`config.mk`:
```
export PLATFORM = sky130hd
export DESIGN_NAME = seg7_debug_disp
export DESIGN_NICKNAME = d
export VERILOG_FILES = /design/src/rtl/seg7_pkg.sv /design/src/rtl/seg7_debug_disp_btn.sv /design/src/rtl/seg7_debug_disp.sv
export SDC_FILE = /design/constraint.sdc
export NUM_CORES = 1
export LEC_CHECK = 0
export ABC_AREA = 1
export CORE_ASPECT_RATIO = 1.4
export CORE_MARGIN = 2
export CORE_UTILIZATION = 46
export DETAILED_ROUTE_END_ITERATION = 8
export GPL_TIMING_DRIVEN = 0
export PLACE_DENSITY = 0.85
export SYNTH_ARGS = -nofsm -noshare
export SYNTH_HDL_FRONTEND = slang
export SYNTH_SLANG_ARGS = --single-unit
```
`constraint.sdc`:
```
create_clock -name CLK -period 1.6 [get_ports CLK]
set_input_delay 0.4 -clock CLK [delete_from_list [all_inputs] [get_ports CLK]]
set_output_delay 0.4 -clock CLK [all_outputs]
set_load 0.02 [all_outputs]
```
`src/rtl/seg7_pkg.sv`:
```
// Shared constants for the seven-segment debug display: display modes,
// digit count and the active-low hex glyph decoder.
package seg7_pkg;

    localparam int DIGITS = 8;

    localparam logic [1:0] MODE_PC      = 2'b00;
    localparam logic [1:0] MODE_REG     = 2'b01;
    localparam logic [1:0] MODE_MEM     = 2'b10;
    localparam logic [1:0] MODE_REGADDR = 2'b11;

    // Segment order is {g,f,e,d,c,b,a}; a 0 lights the segment.
    function automatic logic [6:0] hex_to_seg(input logic [3:0] nibble);
        logic [6:0] seg;
        case (nibble)
            4'h0: seg = 7'h40;
            4'h1: seg = 7'h79;
            4'h2: seg = 7'h24;
            4'h3: seg = 7'h30;
            4'h4: seg = 7'h19;
            4'h5: seg = 7'h12;
            4'h6: seg = 7'h02;
            4'h7: seg = 7'h78;
            4'h8: seg = 7'h00;
            4'h9: seg = 7'h10;
            4'hA: seg = 7'h08;
            4'hB: seg = 7'h03;
            4'hC: seg = 7'h46;
            4'hD: seg = 7'h21;
            4'hE: seg = 7'h06;
            default: seg = 7'h0E;
        endcase
        return seg;
    endfunction

endpackage

```
`src/rtl/seg7_debug_disp_btn.sv`:
```
// Push-button conditioner: 2-flop synchronizer, stability counter and a
// one-cycle pulse on each accepted press.
module btn_debounce_pulse #(
    parameter int DEBOUNCE_CYCLES = 1000000
) (
    input  logic CLK,
    input  logic Reset,
    input  logic btnRaw,
    output logic stepPulse
);

    localparam int CW = (DEBOUNCE_CYCLES < 2) ? 1 : $clog2(DEBOUNCE_CYCLES);
    localparam logic [CW-1:0] LAST_COUNT = CW'(DEBOUNCE_CYCLES - 1);

    logic          syncMeta;
    logic          syncOut;
    logic          level;
    logic          levelQ;
    logic [CW-1:0] stableCnt;

    // The counter runs only while the sample disagrees with the accepted
    // level, so any bounce back to the old level restarts the window.
    always_ff @(posedge CLK) begin
        if (Reset) begin
            syncMeta  <= 1'b0;
            syncOut   <= 1'b0;
            level     <= 1'b0;
            levelQ    <= 1'b0;
            stableCnt <= '0;
        end else begin
            syncMeta <= btnRaw;
            syncOut  <= syncMeta;
            levelQ   <= level;
            if (syncOut == level) begin
                stableCnt <= '0;
            end else if (stableCnt == LAST_COUNT) begin
                level     <= syncOut;
                stableCnt <= '0;
            end else begin
                stableCnt <= stableCnt + 1'b1;
            end
        end
    end

    assign stepPulse = level & ~levelQ;

endmodule

```
`src/rtl/seg7_debug_disp.sv`:
```
// Debug display for the MIPS board: button-stepped debug read addresses and
// an 8-digit multiplexed hex view of PC, register or memory contents.
module seg7_debug_disp
    import seg7_pkg::*;
#(
    parameter int REFRESH_DIV     = 100000,
    parameter int DEBOUNCE_CYCLES = 1000000
) (
    input  logic        CLK,
    input  logic        Reset,
    input  logic [1:0]  Mode,
    input  logic        BtnNext,
    input  logic        BtnPrev,
    input  logic [31:0] PC,
    input  logic [31:0] PCNext,
    input  logic [31:0] DispRegData,
    input  logic [31:0] DispMemData,
    output logic [4:0]  DispReadReg,
    output logic [5:0]  DispReadMem,
    output logic [7:0]  AN,
    output logic [6:0]  SEG,
    output logic        DP
);

    localparam int RW = $clog2(REFRESH_DIV);
    localparam logic [RW-1:0] REFRESH_LAST = RW'(REFRESH_DIV - 1);
    localparam logic [2:0]    LAST_DIGIT   = 3'(DIGITS - 1);

    logic          stepNext;
    logic          stepPrev;
    logic [RW-1:0] refreshCnt;
    logic [2:0]    digitIdx;
    logic          firstTc;
    logic          termCount;
    logic [31:0]   snapshot;
    logic          snapIsPc;
    logic [31:0]   modeWord;
    logic [3:0]    curNibble;
    logic          unusedPcHigh;

    btn_debounce_pulse #(.DEBOUNCE_CYCLES(DEBOUNCE_CYCLES)) uBtnNext (
        .CLK       (CLK),
        .Reset     (Reset),
        .btnRaw    (BtnNext),
        .stepPulse (stepNext)
    );

    btn_debounce_pulse #(.DEBOUNCE_CYCLES(DEBOUNCE_CYCLES)) uBtnPrev (
        .CLK       (CLK),
        .Reset     (Reset),
        .btnRaw    (BtnPrev),
        .stepPulse (stepPrev)
    );

    assign unusedPcHigh = ^{PC[31:16], PCNext[31:16]};

    always_comb begin
        modeWord = 32'h0;
        case (Mode)
            MODE_PC:      modeWord = {PC[15:0], PCNext[15:0]};
            MODE_REG:     modeWord = DispRegData;
            MODE_MEM:     modeWord = DispMemData;
            MODE_REGADDR: modeWord = {3'b000, DispReadReg, DispRegData[23:0]};
            default:      modeWord = 32'h0;
        endcase
    end

    assign termCount = (refreshCnt == REFRESH_LAST);
    assign curNibble = snapshot[{digitIdx, 2'b00} +: 4];

    // Scan timing and frame snapshot; the snapshot only moves at a frame
    // boundary so a mode or address change never splits one frame.
    always_ff @(posedge CLK) begin
        if (Reset) begin
            refreshCnt <= '0;
            digitIdx   <= 3'd0;
            firstTc    <= 1'b1;
            snapshot   <= 32'h0;
            snapIsPc   <= 1'b0;
        end else if (termCount) begin
            refreshCnt <= '0;
            digitIdx   <= digitIdx + 3'd1;
            firstTc    <= 1'b0;
            if ((digitIdx == LAST_DIGIT) || firstTc) begin
                snapshot <= modeWord;
                snapIsPc <= (Mode == MODE_PC);
            end
        end else begin
            refreshCnt <= refreshCnt + 1'b1;
        end
    end

    always_ff @(posedge CLK) begin
        if (Reset) begin
            DispReadReg <= 5'd0;
            DispReadMem <= 6'd0;
        end else if (stepNext ^ stepPrev) begin
            case (Mode)
                MODE_REG, MODE_REGADDR:
                    DispReadReg <= stepNext ? DispReadReg + 5'd1 : DispReadReg - 5'd1;
                MODE_MEM:
                    DispReadMem <= stepNext ? DispReadMem + 6'd1 : DispReadMem - 6'd1;
                default: ;
            endcase
        end
    end

    always_ff @(posedge CLK) begin
        if (Reset) begin
            AN  <= 8'hFE;
            SEG <= 7'h40;
            DP  <= 1'b1;
        end else begin
            AN  <= ~(8'b0000_0001 << digitIdx);
            SEG <= hex_to_seg(curNibble);
            DP  <= ~((digitIdx == 3'd4) && snapIsPc);
        end
    end

endmodule

```
# Word level (Yosys, flattened, before mapping)
# Memories as Yosys holds them, arrays and structs flattened. A register that Yosys moved wholly into a read port is not among the register bits.
# Cells that the tools add are included.
# totals
rom_bits	112
regBits	122
word_cells	64
n_memories	1
input_bits	134
output_inout_bits	27
# mem_list
memory	depth	width	rd	rd_ports_with_merged_regs	write_ports	line	source
(name not given)	16	7	1	1	0	seg7_pkg.sv:15	case (nibble)
# op_classes
shifts	2
bitwise	9
mux	3
n_addsub	8
n_eq_ne	10
reduce_logical	12
# op_table
cell	count
case mux 32 bit (4 select lines)	1
adder 20 x 1 -> 20 bit (second input constant)	2
== test 20 bit (second input constant)	2
variable part select 32 x 6 -> 4 bit	1
adder 17 x 1 -> 17 bit (second input constant)	1
== test 17 bit (second input constant)	1
AND reduction 2 bit	5
NOT 8 bit	1
left shift 1 x 3 -> 8 bit (first input constant)	1
adder 6 x 1 -> 6 bit (second input constant)	1
== test 3 bit (second input constant)	2
2-to-1 mux 6 bit	1
OR reduction 3 bit	2
subtractor 6 x 1 -> 6 bit (second input constant)	1
adder 5 x 1 -> 5 bit (second input constant)	1
2-to-1 mux 5 bit	1
NOT 1 bit	5
subtractor 5 x 1 -> 5 bit (second input constant)	1
== test 2 bit (second input constant)	2
OR reduction 2 bit	2
adder 3 x 1 -> 3 bit (second input constant)	1
bitwise AND 1 bit	2
== test 1 bit	2
== test 2 x 1 -> 1 bit (second input constant)	1
other kinds (4)	4

# Longest topological paths before layout
# logic_depth
depth_word	4
depth_mapped	13
mapped_depth_nobuf	12

# Cells and area by module
# Synthesis repeated with hierarchy kept, for this count alone.
# hier_totals
hier_cells	1057
area_unflattened_um2	7140.6
# by_module_without_submodules
mod	cells_each	seq_area_each_um2	area_each_um2	n_inst
seg7_debug_disp	721	1621.6	4700.8	1
btn_debounce_pulse	168	480.5	1219.9	2

# Least setup slack after synthesis
# OpenSTA, ideal clock, no wires.
# synth_path
path_kind	register -> register
from	reg uBtnNext.level
to	reg DispReadReg[4]
required_time_ns	1.530
setup_slack_ns	-0.112
setup_ns	0.070
arrival_ns	1.642
path_stages_with_launch	9
period_less_slack_ns	1.712
n_path_buf	0
path_cell_list	dfxtp_1 -> nand2_1 -> fa_1 -> a21oi_1 -> nor2_1 -> nor2_1 -> xor2_1 -> nand2_1 -> a21oi_1
# synth_via
elab_chain_len	3
word_cells_on_any_way	4
cone_classes	mux (1); bitwise (2); reduce/logical (1)
# synth_lines
element	line	source
start: declaration	seg7_debug_disp_btn.sv:17	logic level;
start signal: assignment	seg7_debug_disp_btn.sv:37	level <= syncOut;
bitwise AND 1 bit *	seg7_debug_disp_btn.sv:45	assign stepPulse = level & ~levelQ;
bitwise XOR 1 bit	seg7_debug_disp.sv:97	end else if (stepNext ^ stepPrev) begin
AND reduction 2 bit (no source line)	n/a	
end signal: assignment	seg7_debug_disp.sv:100	DispReadReg <= stepNext ? DispReadReg + 5'd1 : DispReadReg - 5'd1;
end: declaration	seg7_debug_disp.sv:18	output logic [4:0] DispReadReg,
# Every way passes the cells marked *; elsewhere a longest branch is shown, timed or not.
# A chain may end at the register's enable or synchronous reset.

# Final worst setup path
# layout_path
from	reg digitIdx[0]
to	reg SEG[0]
# layout_via
elab_chain_len	1
# layout_lines
element	line	source
start: declaration	seg7_debug_disp.sv:32	logic [2:0] digitIdx;
start signal: assignment	seg7_debug_disp.sv:82	digitIdx <= digitIdx + 3'd1;
variable part select 32 x 6 -> 4 bit	seg7_debug_disp.sv:69	assign curNibble = snapshot[{digitIdx, 2'b00} +: 4];
end: declaration	seg7_debug_disp.sv:21	output logic [6:0] SEG,
# No other way between the ends.

==> impl_metrics.tcl <==
set metrics [dict create \
    grt_max_degree 17 \
    setup_ws_ns -0.2065 \
    numCtsBuffers 17 \
    critPathMaxFanout 5 \
    async_flop_share_pct 0 \
    gr-total-overflow 0 \
    drc 0 \
    worst_setup_path_end_kind "flip-flop" \
    r2r_cells 13 \
    drt-wirelength-per-cell_um 18.67 \
    drv_slew 0 \
    final_area_um2 10780 \
    io_buffers 126 \
    wl_mm 26.98 \
    die-area_um2 16130 \
    critPathKind "flip-flop to flip-flop" \
    drtIter0Drc 830 \
    clk-insertion-delay-late_ns 0.43 \
    timing_hold_violations_final 0 \
    cpLargestDelayFamily "simple AND/OR/NAND/NOR gates" \
    syn-num-nets 1199 \
    firstDrtPassIters 6 \
    gr-usage-met2_pct 50.06 \
    combPwrFrac_pct 7.7 \
    grt_pass1_vias 7664 \
    ios 161 \
    viasPerCell 5.779 \
    dp.cells 1360 \
    die_h_um 149.5 \
    tightest_slew_ns 0.7718 \
    pwr-share-seq_pct 39.9 \
    hp-class "input port to flip-flop" \
    gr-usage-met1_pct 27.86 \
    synth_top_flop_cell "dfxtp_1" \
    setup_viol 78 \
    ys_warn_count 0 \
    root_buffer "clkbuf_16" \
    violations "setup timing" \
    antenna_found_initial 0 \
    area_delta_synth_final_pct 55.01 \
    slowest_stage "dfxtp_4" \
    seqCellArea_um2 2608 \
    r2r-end "SEG[0]" \
    grt_pass1_wl_mm 34.85 \
    tritoncts "built" \
    busiest_layer "met2" \
    yosys.area.top_type "dfxtp_1" \
    critPathLaunchType "flip-flop" \
    nNetsFinal 1397 \
    core-area_um2 14920 \
    cts-htree-levels 4 \
    fin_crit_sh_pct 112.9 \
    r2r_setup_slack_ns -0.21 \
    num_antenna_cells 0 \
    status "finished with violations" \
    num_rows 53 \
    preCtsSetupSlack_ns -0.6742 \
    switching_share_pct 23.00 \
    critical_path_buf_inv_count 4 \
    peakVddDrop_mv 0.7064 \
    max_freq_ghz 0.5535 \
    clk_pin_slew_ns 0.06 \
    clockBufferDepth 2 \
    netSwitchingPower_w 0.001865 \
    fin_skew_ns 0.009123 \
    p_leak_nw 4.383 \
    dpl.hpwl_mm 13.73 \
    ys_ff_latch 129 \
    ant_nets 0 \
    power-per-cell-area_nw_per_um2 752.1 \
    fin_total_pwr_w 0.008108 \
    track_usage_pct 27.09 \
    drive_above_1_share_pct 26.58 \
    vias 8350 \
    worstSetupStartpoint "digitIdx[0]" \
    drv_cap 0 \
    slowest_delay_ns 0.37 \
    cpMostUsedCell "nand2_4" \
    gp_congestion 0.9063 \
    yosysMostFrequentCell "nand2_1" \
    r2r-start "digitIdx[0]" \
    cp-endpoint "SEG[0]" \
    dieWidth_um 107.9 \
    synthDistinctLibCells 36 \
    worstPathRequired_ns 1.88 \
    use_met3_pct 4.965 \
    rsz0062_at_grt "true" \
    dpl_cell_area_um2 8486 \
    fill_cells 967 \
    synth_area_um2 6955 \
    path_depth 13 \
    synthCells 1042 \
    synth_top_area_share_pct 37.13 \
    synth_common_cells "nand2_1, nor2_1, dfxtp_1" \
    setup_tns_ns -7.421 \
    path_cells "buf_6, buf_8, nand2_4, nand2_4, nand2_2, nand3_2, nand2_4, inv_4, ha_4, inv_4, nand3_4, nand3_2, a21oi_2" \
    slew_headroom_pct 48.54 \
    syn_area_per_cell_um2 6.675 \
    initial_core_util_pct 46.62 \
    crit_arrival_ns 2.09 \
    clkPwrFrac_pct 52.5 \
    fin_cells 1445 \
    clock_sinks 129 \
    cts.hold.buffers_added 0 \
    synth_edf_count 0 \
    fin_crit_ns 1.807 \
    synthTopCellsByArea "dfxtp_1, nand2_1, nor2_1" \
    internal_power_w 0.006244 \
    multi_input_area_um2 4597 \
    seq_area_frac_synth_pct 37.13 \
]
worst min path at each step:
| stage | start | endpoint | slack (ns) | cells after the start |
|---|---|---|---|---|
| detailed placement | uBtnNext.syncMeta | uBtnNext.syncOut | 0.40 | 2 |
| floorplan | snapIsPc | DP | 0.38 | 1 |
| CTS | Reset | DispReadMem[1] | 0.40 | 2 |
| global route | Reset | AN[0] | 0.42 | 2 |
| finish | Reset | AN[0] | 0.43 | 2 |
| global placement | uBtnPrev.syncMeta | uBtnPrev.syncOut | 0.40 | 2 |
flip-flops by register name, indices dropped and copies added (netlist names), 3 cells and up:
name                cells
SEG                     7
snapshot               32
DispReadReg             5
AN                      8
refreshCnt             17
digitIdx                3
DispReadMem             6
uBtnNext.stableCnt     20
uBtnPrev.stableCnt     20
placed cells by master, fill, tap and decap left out, types with 4 or more instances in the layout:
cell type and n:
a21oi_1 85, a21oi_2 16, buf_2 8, buf_4 33, buf_6 19, buf_8 11
bufinv_16 4, clkbuf_1 4, clkbuf_16 23, clkbuf_2 10, clkbuf_8 5, clkdlybuf4s50_1 98
clkinvlp_4 4, dfxtp_1 117, dfxtp_2 8, dfxtp_4 4, dlygate4sd2_1 20, ha_1 8
ha_4 11, inv_1 116, inv_2 8, nand2_1 201, nand2_2 32, nand2_4 14
nand3_1 30, nand3_2 47, nand3_4 9, nand4_1 13, nor2_1 115, nor2_2 21
nor2_4 7, nor3_1 19, nor3_2 6, nor4_1 4, o211ai_1 4, o21ai_0 33
o21ai_1 5, xnor2_1 13, xor2_1 21
per-layer routing:
| layer | vias to the layer above | wire length, um |
|---|---|---|
| li1 | 3718 | - |
| met1 | 3817 | 9190 |
| met2 | 592 | 13580 |
| met3 | 223 | 2042 |
| met4 | 0 | 2164 |
| met5 | - | 0 |
power by group through the flow:
stage | sequential [W] | clock, W | combinational, W
floorplan | 0.00330 | 0 | 0.000193
global placement | 0.00330 | 0 | 0.000502
detailed placement | 0.00330 | 0 | 0.000510
CTS | 0.00323 | 0.00416 | 0.000537
global route | 0.00323 | 0.00438 | 0.000664
finish | 0.00323 | 0.00425 | 0.000624
repair_timing:
item | in CTS | in global routing
pin swaps | 27 | 62
setup buffers | 23 | 22
gates resized for setup | 147 | 206
endpoints found under the setup margin | 130 | 114
endpoints found under the hold margin | 0 | 0
gates cloned | 4 | 9
kinds of logic after synthesis:
logic type / count (synthesis) / share of synthesized area, %
buf+inv: 171 / 10.36
compound gates: 150 / 11.01
simple gates: 535 / 32.87
xor+xnor: 34 / 4.281
fa+ha+maj: 23 / 4.353
flops: 129 / 37.13
metrics by stage:
step / utilization, % / hold slack (ns)
final: 72.26 / 0.4261
after CTS: 65.98 / 0.3986
after global placement: 56.87 / 0.3961
after floorplan: - / 0.3810
after detailed placement: 56.87 / 0.3995
after global routing: 72.26 / 0.4242
layout make-up:
type	count	area share [%]
multi-input combinational	743	42.64
sequential	129	24.18
timing repair buffer	180	16.71
inverter	129	4.665
clock buffer	19	4.201
buffer	40	3.667
tap	192	2.228
clock inverter	13	1.706
Note: power is estimated with default switching activity, not from simulation.
